--- config.mk ---
export PLATFORM = sky130hd
export DESIGN_NAME = alu_issue_ctrl_flat
export DESIGN_NICKNAME = d
export VERILOG_FILES = /design/src/rtl/alu_pkg.sv /design/src/rtl/alu_issue_ctrl_if.sv /design/src/rtl/alu_regfile.sv /design/src/rtl/alu_issue_ctrl.sv /design/src/flat_wrapper.sv
export SDC_FILE = /design/constraint.sdc
export NUM_CORES = 1
export LEC_CHECK = 0
export ABC_CLOCK_PERIOD_IN_PS = 24700
export CORE_UTILIZATION = 35
export CTS_CLUSTER_SIZE = 24
export DETAILED_ROUTE_END_ITERATION = 7
export PLACE_DENSITY = 0.51
export SLEW_MARGIN = 20
export SYNTH_ARGS = -nofsm -noshare
export SYNTH_HDL_FRONTEND = slang
export SYNTH_SLANG_ARGS = --single-unit
--- constraint.sdc ---
create_clock -name clk -period 24.7 [get_ports clk]
set_clock_uncertainty 0.05 [all_clocks]
set_input_delay 2.47 -clock clk [delete_from_list [all_inputs] [get_ports clk]]
set_output_delay 2.47 -clock clk [all_outputs]
set_load 0.01 [all_outputs]
--- src/rtl/alu_pkg.sv ---
// Shared constants, instruction field positions and FSM encoding for the ALU issue controller.
// Optional macro ALU_ISSUE_PIPE_EN adds the EXEC2 state used with a registered-output ALU.
package alu_pkg;

  localparam logic [2:0] ALU_OP_SUB     = 3'b101;
  localparam logic [2:0] ALU_OP_ADD_OVF = 3'b110;

  localparam int INSTR_W = 12;
  localparam int OP_MSB  = 11;
  localparam int OP_LSB  = 9;
  localparam int RD_MSB  = 8;
  localparam int RD_LSB  = 6;
  localparam int RS1_MSB = 5;
  localparam int RS1_LSB = 3;
  localparam int RS2_MSB = 2;
  localparam int RS2_LSB = 0;

  localparam int FLAGS_W    = 3;
  localparam int FLAG_OVF   = 2;
  localparam int FLAG_ZERO  = 1;
  localparam int FLAG_CARRY = 0;

  typedef enum logic [2:0] {
    IDLE  = 3'd0,
    ISSUE = 3'd1,
    EXEC  = 3'd2,
`ifdef ALU_ISSUE_PIPE_EN
    EXEC2 = 3'd3,
`endif
    WB    = 3'd4
  } state_t;

  function automatic logic [FLAGS_W-1:0] pack_flags(input logic ovf, input logic zero,
                                                    input logic carry);
    logic [FLAGS_W-1:0] f;
    f             = '0;
    f[FLAG_OVF]   = ovf;
    f[FLAG_ZERO]  = zero;
    f[FLAG_CARRY] = carry;
    return f;
  endfunction

endpackage

--- src/rtl/alu_issue_ctrl_if.sv ---
// Instruction handshake plus ALU operand/result bus between the issue controller (master)
// and its environment: instruction source and combinational or registered ALU (slave).
interface alu_issue_ctrl_if
  import alu_pkg::*;
#(
  parameter int WIDTH = 32
);

  // Handshake: an instruction transfers on a rising clk edge where instr_valid && instr_ready.
  // The source keeps instr stable while instr_valid is high and it has not yet been accepted.
  logic               instr_valid;
  logic               instr_ready;
  logic [INSTR_W-1:0] instr;

  logic [WIDTH-1:0]   alu_a;
  logic [WIDTH-1:0]   alu_b;
  logic [2:0]         alu_op;
  logic [WIDTH-1:0]   alu_result;
  logic               alu_overflow;
  logic               alu_zero;
  logic               alu_carry;

  modport master (
    input  instr_valid, instr, alu_result, alu_overflow, alu_zero, alu_carry,
    output instr_ready, alu_a, alu_b, alu_op
  );

  modport slave (
    output instr_valid, instr, alu_result, alu_overflow, alu_zero, alu_carry,
    input  instr_ready, alu_a, alu_b, alu_op
  );

endinterface

--- src/rtl/alu_regfile.sv ---
// NREGS x WIDTH register file: two async operand read ports, one async debug port,
// one synchronous write port, asynchronous clear on rst.
module alu_regfile #(
  parameter int WIDTH = 32,
  parameter int NREGS = 8,
  localparam int AW   = $clog2(NREGS)
) (
  input  logic             clk,
  input  logic             rst,
  input  logic             i_we,
  input  logic [AW-1:0]    i_waddr,
  input  logic [WIDTH-1:0] i_wdata,
  input  logic [AW-1:0]    i_raddr_a,
  output logic [WIDTH-1:0] o_rdata_a,
  input  logic [AW-1:0]    i_raddr_b,
  output logic [WIDTH-1:0] o_rdata_b,
  input  logic [AW-1:0]    i_raddr_d,
  output logic [WIDTH-1:0] o_rdata_d
);

  logic [WIDTH-1:0] r_mem [NREGS];

  always_ff @(posedge clk or posedge rst) begin
    if (rst) begin
      for (int i = 0; i < NREGS; i++) begin
        r_mem[i] <= '0;
      end
    end else if (i_we) begin
      r_mem[i_waddr] <= i_wdata;
    end
  end

  assign o_rdata_a = r_mem[i_raddr_a];
  assign o_rdata_b = r_mem[i_raddr_b];
  assign o_rdata_d = r_mem[i_raddr_d];

endmodule

--- src/rtl/alu_issue_ctrl.sv ---
// ALU issue controller: accepts reg-reg instructions, drives ALU operands, writes results and
// flags back. Define ALU_ISSUE_PIPE_EN to add an EXEC2 wait for a registered-output ALU.
module alu_issue_ctrl
  import alu_pkg::*;
#(
  parameter int WIDTH = 32,
  parameter int NREGS = 8,
  localparam int AW   = $clog2(NREGS)
) (
  input  logic               clk,
  input  logic               rst,
  alu_issue_ctrl_if.master   bus,
  input  logic               host_we,
  input  logic [AW-1:0]      host_waddr,
  input  logic [WIDTH-1:0]   host_wdata,
  input  logic [AW-1:0]      dbg_raddr,
  output logic [WIDTH-1:0]   dbg_rdata,
  output logic [FLAGS_W-1:0] flags,
  output logic               done,
  output logic               busy,
  output state_t             dbg_state
);

  state_t             r_state;
  logic [INSTR_W-1:0] r_instr;
  logic [WIDTH-1:0]   r_alu_a;
  logic [WIDTH-1:0]   r_alu_b;
  logic [2:0]         r_alu_op;
  logic [WIDTH-1:0]   r_res;
  logic [FLAGS_W-1:0] r_res_flags;
  logic [FLAGS_W-1:0] r_flags;
  logic               r_done;
  logic               r_busy;

  logic [AW-1:0]      w_rd;
  logic [AW-1:0]      w_rs1;
  logic [AW-1:0]      w_rs2;
  logic [WIDTH-1:0]   w_op_a;
  logic [WIDTH-1:0]   w_op_b;
  logic               w_idle;
  logic               w_accept;
  logic               w_rf_we;
  logic [AW-1:0]      w_rf_waddr;
  logic [WIDTH-1:0]   w_rf_wdata;

  assign w_rd  = r_instr[RD_MSB:RD_LSB];
  assign w_rs1 = r_instr[RS1_MSB:RS1_LSB];
  assign w_rs2 = r_instr[RS2_MSB:RS2_LSB];

  assign w_idle   = (r_state == IDLE);
  assign w_accept = w_idle && !host_we && bus.instr_valid;

  // Host writes only land in IDLE; the write-back port owns the rf in WB.
  assign w_rf_we    = (w_idle && host_we) || (r_state == WB);
  assign w_rf_waddr = (r_state == WB) ? w_rd  : host_waddr;
  assign w_rf_wdata = (r_state == WB) ? r_res : host_wdata;

  alu_regfile #(
    .WIDTH (WIDTH),
    .NREGS (NREGS)
  ) u_regfile (
    .clk       (clk),
    .rst       (rst),
    .i_we      (w_rf_we),
    .i_waddr   (w_rf_waddr),
    .i_wdata   (w_rf_wdata),
    .i_raddr_a (w_rs1),
    .o_rdata_a (w_op_a),
    .i_raddr_b (w_rs2),
    .o_rdata_b (w_op_b),
    .i_raddr_d (dbg_raddr),
    .o_rdata_d (dbg_rdata)
  );

  always_ff @(posedge clk or posedge rst) begin
    if (rst) begin
      r_state     <= IDLE;
      r_instr     <= '0;
      r_alu_a     <= '0;
      r_alu_b     <= '0;
      r_alu_op    <= '0;
      r_res       <= '0;
      r_res_flags <= '0;
      r_flags     <= '0;
      r_done      <= 1'b0;
      r_busy      <= 1'b0;
    end else begin
      r_done <= 1'b0;
      case (r_state)
        IDLE: begin
          if (w_accept) begin
            r_instr <= bus.instr;
            r_state <= ISSUE;
            r_busy  <= 1'b1;
          end
        end
        ISSUE: begin
          r_alu_a  <= w_op_a;
          r_alu_b  <= w_op_b;
          r_alu_op <= r_instr[OP_MSB:OP_LSB];
          r_state  <= EXEC;
        end
`ifdef ALU_ISSUE_PIPE_EN
        EXEC: begin
          r_state <= EXEC2;
        end
        EXEC2: begin
          r_res       <= bus.alu_result;
          r_res_flags <= pack_flags(bus.alu_overflow, bus.alu_zero, bus.alu_carry);
          r_done      <= 1'b1;
          r_state     <= WB;
        end
`else
        EXEC: begin
          r_res       <= bus.alu_result;
          r_res_flags <= pack_flags(bus.alu_overflow, bus.alu_zero, bus.alu_carry);
          r_done      <= 1'b1;
          r_state     <= WB;
        end
`endif
        WB: begin
          r_flags <= r_res_flags;
          r_busy  <= 1'b0;
          r_state <= IDLE;
        end
        default: begin
          r_busy  <= 1'b0;
          r_state <= IDLE;
        end
      endcase
    end
  end

  assign bus.instr_ready = w_idle && !host_we;
  assign bus.alu_a       = r_alu_a;
  assign bus.alu_b       = r_alu_b;
  assign bus.alu_op      = r_alu_op;
  assign flags           = r_flags;
  assign done            = r_done;
  assign busy            = r_busy;
  assign dbg_state       = r_state;

endmodule

--- src/flat_wrapper.sv ---
// flat-port wrapper written by rule: the top's interface ports become plain ports
module alu_issue_ctrl_flat import alu_pkg::*;
#(
  parameter int WIDTH = 32,
  parameter int NREGS = 8,
  localparam int AW   = $clog2(NREGS)
)
  (clk, rst, host_we, host_waddr, host_wdata, dbg_raddr, dbg_rdata, flags, done, busy, dbg_state, bus_instr_valid, bus_instr, bus_alu_result, bus_alu_overflow, bus_alu_zero, bus_alu_carry, bus_instr_ready, bus_alu_a, bus_alu_b, bus_alu_op);
  alu_issue_ctrl_if #(.WIDTH(WIDTH)) bus_i ();
  input  logic clk;
  input  logic rst;
  input  logic host_we;
  input  logic [AW-1:0] host_waddr;
  input  logic [WIDTH-1:0] host_wdata;
  input  logic [AW-1:0] dbg_raddr;
  output logic [WIDTH-1:0] dbg_rdata;
  output logic [FLAGS_W-1:0] flags;
  output logic done;
  output logic busy;
  output state_t dbg_state;
  input wire logic [$bits(bus_i.instr_valid)-1:0] bus_instr_valid;
  input wire logic [$bits(bus_i.instr)-1:0] bus_instr;
  input wire logic [$bits(bus_i.alu_result)-1:0] bus_alu_result;
  input wire logic [$bits(bus_i.alu_overflow)-1:0] bus_alu_overflow;
  input wire logic [$bits(bus_i.alu_zero)-1:0] bus_alu_zero;
  input wire logic [$bits(bus_i.alu_carry)-1:0] bus_alu_carry;
  output wire logic [$bits(bus_i.instr_ready)-1:0] bus_instr_ready;
  output wire logic [$bits(bus_i.alu_a)-1:0] bus_alu_a;
  output wire logic [$bits(bus_i.alu_b)-1:0] bus_alu_b;
  output wire logic [$bits(bus_i.alu_op)-1:0] bus_alu_op;
  assign bus_i.instr_valid = bus_instr_valid;
  assign bus_i.instr = bus_instr;
  assign bus_i.alu_result = bus_alu_result;
  assign bus_i.alu_overflow = bus_alu_overflow;
  assign bus_i.alu_zero = bus_alu_zero;
  assign bus_i.alu_carry = bus_alu_carry;
  assign bus_instr_ready = bus_i.instr_ready;
  assign bus_alu_a = bus_i.alu_a;
  assign bus_alu_b = bus_i.alu_b;
  assign bus_alu_op = bus_i.alu_op;
  alu_issue_ctrl #(.WIDTH(WIDTH), .NREGS(NREGS)) u_core (.clk(clk), .rst(rst), .bus(bus_i), .host_we(host_we), .host_waddr(host_waddr), .host_wdata(host_wdata), .dbg_raddr(dbg_raddr), .dbg_rdata(dbg_rdata), .flags(flags), .done(done), .busy(busy), .dbg_state(dbg_state));
endmodule
* After elaboration in Yosys (flattened, before gate mapping) *
Cells that the tools add are included.

word-level totals
  flip-flop bits (word level) = 378
  input bits = 89
  output and inout bits = 108
  logic and storage cells = 61

operators by class
  $lt $le $gt $ge = 5
  eq/ne operators = 4
  muxes and demuxes = 19
  bitwise operators = 5
  reduce and logical (&&, ||, !) cells = 10

operators with widths
  operator                                                               number
  32-bit binary-select mux with 3-bit select                             3
  256-bit bitwise mux                                                    1
  32-bit 2-to-1 mux                                                      8
  32-bit demux with 3-bit select                                         1
  4-bit greater-or-equal comparator (second input constant)              4
  3-bit NOT with 4-bit output                                            4
  3-bit case mux with 3 select lines                                     1
  3-bit 2-to-1 mux                                                       2
  1-bit logical AND                                                      4
  4-bit by 1-bit < comparator with 1-bit output (second input constant)  1
  2-bit AND reduction                                                    2
  3-bit by 1-bit == test with 1-bit output (second input constant)       1
  3-bit by 2-bit == test with 1-bit output (second input constant)       1
  3-bit == test (second input constant)                                  1
  3-bit zero test                                                        1
  1-bit 2-to-1 mux                                                       2
  2-bit != test (second input constant)                                  1
  1-bit case mux with 2 select lines                                     1
  2-bit OR reduction                                                     1
  1-bit zero test                                                        1
  1-bit logical OR                                                       1
  1-bit NOT                                                              1

* Longest topological paths before layout *
  depth in word-level cells = 8
  depth in mapped cells = 8
  depth with buffers taken out = 4

* By module *
Synthesis repeated with hierarchy kept, for this count alone.

unflattened totals
  cell total of the unflattened synthesis = 1197
  area total of the unflattened synthesis = 21043.9 µm²

by module, submodules not included
  module          instances  cells each  area an instance (µm²)  sequential area each (µm²)
  alu_regfile     1          894         16087.9                 6406.1
  alu_issue_ctrl  1          303         4956.0                  3052.9

* Worst setup path after synthesis *
Ideal clock, no wire load.

  kind = input to output
  start point = input port dbg_raddr[0]
  end point = output port dbg_rdata[0]
  arrival = 3.973 ns
  data required time = 22.180 ns
  path slack = 18.207 ns
  stages on the path = 4
  path buffers = 2
  cells stage by stage = clkbuf_1 buf_2 mux4_2 mux2_2

on the way
  longest elaborated chain between the ends = 4

RTL lines
  what                                                   RTL line            source
  start, declared                                        flat_wrapper.sv:15  input logic [AW-1:0] dbg_raddr;
  3-bit NOT with 4-bit output (not written as such)      alu_regfile.sv:35   assign o_rdata_d = r_mem[i_raddr_d];
  32-bit binary-select mux with 3-bit select             alu_regfile.sv:35
  32-bit 2-to-1 mux (not written as such) (2 in series)  alu_regfile.sv:35
  end, declared                                          flat_wrapper.sv:16  output logic [WIDTH-1:0] dbg_rdata;

Every way passes these cells. The select of a mux whose other input is x is not followed.

* Worst setup path in the final report *
  start point = input port dbg_raddr[0]
  end point = output port dbg_rdata[27]

Same word-level chain as after synthesis.

==> impl_results.md <==
- Clock root buffer: clkbuf_16
- CTS Hold Buffers Added: 0
- Worst-case vdd ir drop: 61.7 uV
- Number of different library cells in the post-synthesis netlist: 31
- Final Max Tran Viols: 0
- Length of the first detailed-routing pass in iterations: 5
- Pin count of the biggest net entering global routing: 101
- Async set-reset flop share out of synthesis: 1.00
- Highest-count cells in the layout ignoring fill and taps: 376 x dfrtp_1, 321 x mux2_2, 258 x mux2i_1, 193 x clkdlybuf4s50_1, 140 x nand2_1
- Proportion of synthesized area in mux cells: 0.406
- Global-route wire length before repair: 93400 um
- Number of clock buffers inserted by TritonCTS: 46
- Hold Path Class: reg -> reg
- Insertion delay to the later sink of the worst-skew pair: 0.58 ns
- Post-Place Worst Slack: 16.90 ns
- Clock net sink count: 378
- Critical path buffers and inverters: 3
- Crit Path Category: in -> out
- Total Wirelength: 60500 um
- Worst slew margin: 0.202
- Post-synth top area cell: dfrtp_1
- Aggregate global-route resource usage: 0.206
- Number of cell rows: 88
- DR vias: 13911
- Fraction of final layout cells sized beyond drive strength 1: 0.311
- Crit path setup slack, layout: 16.98 ns
- Capturing element type of the critical path: output pin
- Crit-path most repeated cell: buf_4
- Synth Warn #: 0
- Antenna viol nets, final: 0
- Number of synthesized flops with an enable pin: 0
- Share of synthesized cell area in full adder, half adder and majority cells: 0
- Leakage power: 0.0107 uW
- Post-layout minimum cycle time: 7.72 ns
- FF/Latch Area: 9470 um2
- Via count of the first global-routing pass: 14562
- Total of endpoints with negative setup slack in the final report: 0
- Min-Delay Startpoint: u_core.r_instr[10]
- DR iter-0 viols: 924
- Post-CTS Repair Setup Buffers: 0
- Die area: 59300 um2
- Placer's final routability congestion estimate: 0.774
- Family of cells with the greatest summed delay on the critical path: buffers and inverters
- Status: completed
- Post-synthesis area per instance: 13.0 um2
- Sequential fraction of the synthesis area: 0.463
- Register bit count reported by yosys: 378
- Critical path launch point type: primary input
- Number of I/O pins: 197
- Antenna violations before repair: 0
- Xor/xnor share of the synthesized area: 0
- Reg2reg start: u_core.dbg_state[2]
- Core box area: 57700 um2
- Chip width: 243 um
- Worst reg2reg endpoint: u_core.u_regfile.r_mem[166]
- End point of the worst hold path: u_core.bus.alu_op[1]
- Setup slack of the worst register-to-register path: 21.43 ns
- Post-Synthesis Net Count: 1660
- Area growth from synthesis to layout: 20.8%
- Number of instances in the synthesized netlist: 1571
- Clock transition at path regs: 0.05 ns
- Most frequently used flop master after synthesis: dfrtp_1
- Fraction of synthesized cell area taken by the top area cell type: 0.463
- Tcrit/Tclk final: 0.312
- FF-to-FF path depth: 6
- Multi-input combinational cell area: 10400 um2
- Hold Path Depth: 2
- Final hold vios: 0
- Crit path DAT: 5.20 ns
- Max Root-Sink Buffers: 3
- Post-detailed-placement half-perimeter wirelength: 35600 um
- Cell area power density: 125 nW/um2
- Cells traversed along the worst timing path: buf_4 > buf_4 > mux4_2 > mux2_2 > clkdlybuf4s50_1
- Worst Tran Pin Value: 1.20 ns
- Post-synthesis cell area: 20400 um2
- Total grt overflow: 0
- Initial cell density of the core: 0.354
- Vert. Die Dim: 243 um
- Fill cells: 5431
- RSZ-0062 raised after global routing: false
- Total Negative Setup Slacks: 0 ns
- Via density per instance: 5.54
- Synth area leaders: dfrtp_1 46%, mux2_2 18%, mux2i_1 13%
- Fraction of the mapped netlist area in compound gates: 0.0498
- Worst EP required: 22.18 ns
- Highest attainable clock frequency: 130 MHz
- Highest net fanout along the worst path: 39
- Dominant combinational cell family by area after synthesis: multiplexers
- Area share of and/or/nand/nor cells after synthesis: 0.0505
- Max stage delay on crit path: 0.67 ns
- Critical path's slowest cell: buf_4
- Routed len/inst: 24.1 um
- Layout Nets: 1803
- Most common cell after layout, fill and taps aside: dfrtp_1
- Count of input and output buffers: 196
- MaxCap Viol Count: 0
- Drt drc: 0
- TritonCTS clock tree: yes
- Antenna fix cells: 0
- CTS resizes: 0
- # H-tree levels: 2
-- cell type report --
| type | count | area share |
|---|---|---|
| clock buffers | 66 | 0.0556 |
| clock inverters | 15 | 0.00949 |
| inverters | 6 | 0.00127 |
| multi-input cells | 1057 | 0.423 |
| flip-flops and latches | 378 | 0.384 |
| well taps | 765 | 0.0388 |
| repair buffers | 225 | 0.0882 |
-- per-layer routing --
metal  vias up  share of wire  track usage
met1      7304           0.46        0.284
met2       367           0.47        0.330
met4         0          0.024       0.0651
met3        98          0.047       0.0333
li1       6142              -            -
met5         -              0            0
-- how the worst max path moves through the flow --
stage	start	to	depth (start not counted)
2_1_floorplan	rst	u_core.bus.alu_a[0]	1
3_3_place_gp	dbg_raddr[0]	dbg_rdata[30]	5
3_5_place_dp	dbg_raddr[0]	dbg_rdata[10]	5
4_1_cts	dbg_raddr[0]	dbg_rdata[30]	5
5_1_grt	dbg_raddr[0]	dbg_rdata[10]	5
6_report	dbg_raddr[0]	dbg_rdata[27]	5
-- synth_stat cells, types with 2 or more instances --
library cell / instances
o21ai_0: 2
buf_6: 7
mux2_4: 30
clkbuf_1: 61
mux4_2: 64
mux2_1: 17
nor2_1: 5
nand2b_1: 3
buf_1: 13
buf_2: 49
nand2_1: 141
nand3_1: 68
and2_1: 2
mux2_2: 321
nor2b_1: 5
nor3b_1: 2
dfrtp_1: 378
mux2i_1: 258
inv_1: 5
a22oi_1: 129
-- metrics by stage --
| step | power (uW) | instance area [um2] | instances | hold slack (ns) | util |
|---|---|---|---|---|---|
| 5_1_grt | 3280 | 24700 | 2512 | 0.447 | 0.427 |
| 6_report | 3080 | 24700 | 2512 | 0.417 | 0.427 |
| 2_1_floorplan | 1930 | 20400 | 1571 | 0.383 | - |
| 4_1_cts | 3110 | 24600 | 2512 | 0.422 | 0.427 |
| 3_5_place_dp | 2380 | 23000 | 2431 | 0.408 | 0.399 |
| 3_3_place_gp | 2350 | 23000 | 2431 | 0.395 | 0.399 |
-- where the power goes --
part	internal, uW	switching (uW)
Sequential	914	280
Combinational	680	496
Clock	446	268
-- state kept, by name, summed over array words and instances, names as in the netlist --
signal and count:
u_core.u_regfile.r_mem 256, u_core.done 1, u_core.r_res_flags 3, u_core.r_res 32, u_core.dbg_state 3, u_core.bus.alu_op 3, u_core.busy 1, u_core.bus.alu_b 32
u_core.r_instr 12, u_core.bus.alu_a 32, u_core.flags 3
-- cell families (layout without fill, tap and decap cells) --
family / count (synthesis) / after routing
simple gates: 232 / 232
flops: 378 / 378
compound gates: 135 / 135
buf+inv: 136 / 312
mux: 690 / 690
-- worst register-to-register path: stages (launching register included) --
cell and delay [ns]:
dfrtp_1 0.52, nor3b_4 0.25, buf_4 0.37, mux2i_1 0.63, nand2b_2 0.54, buf_4 0.44
mux2_2 0.33
No activity file was read; power rests on OpenSTA's default activity.
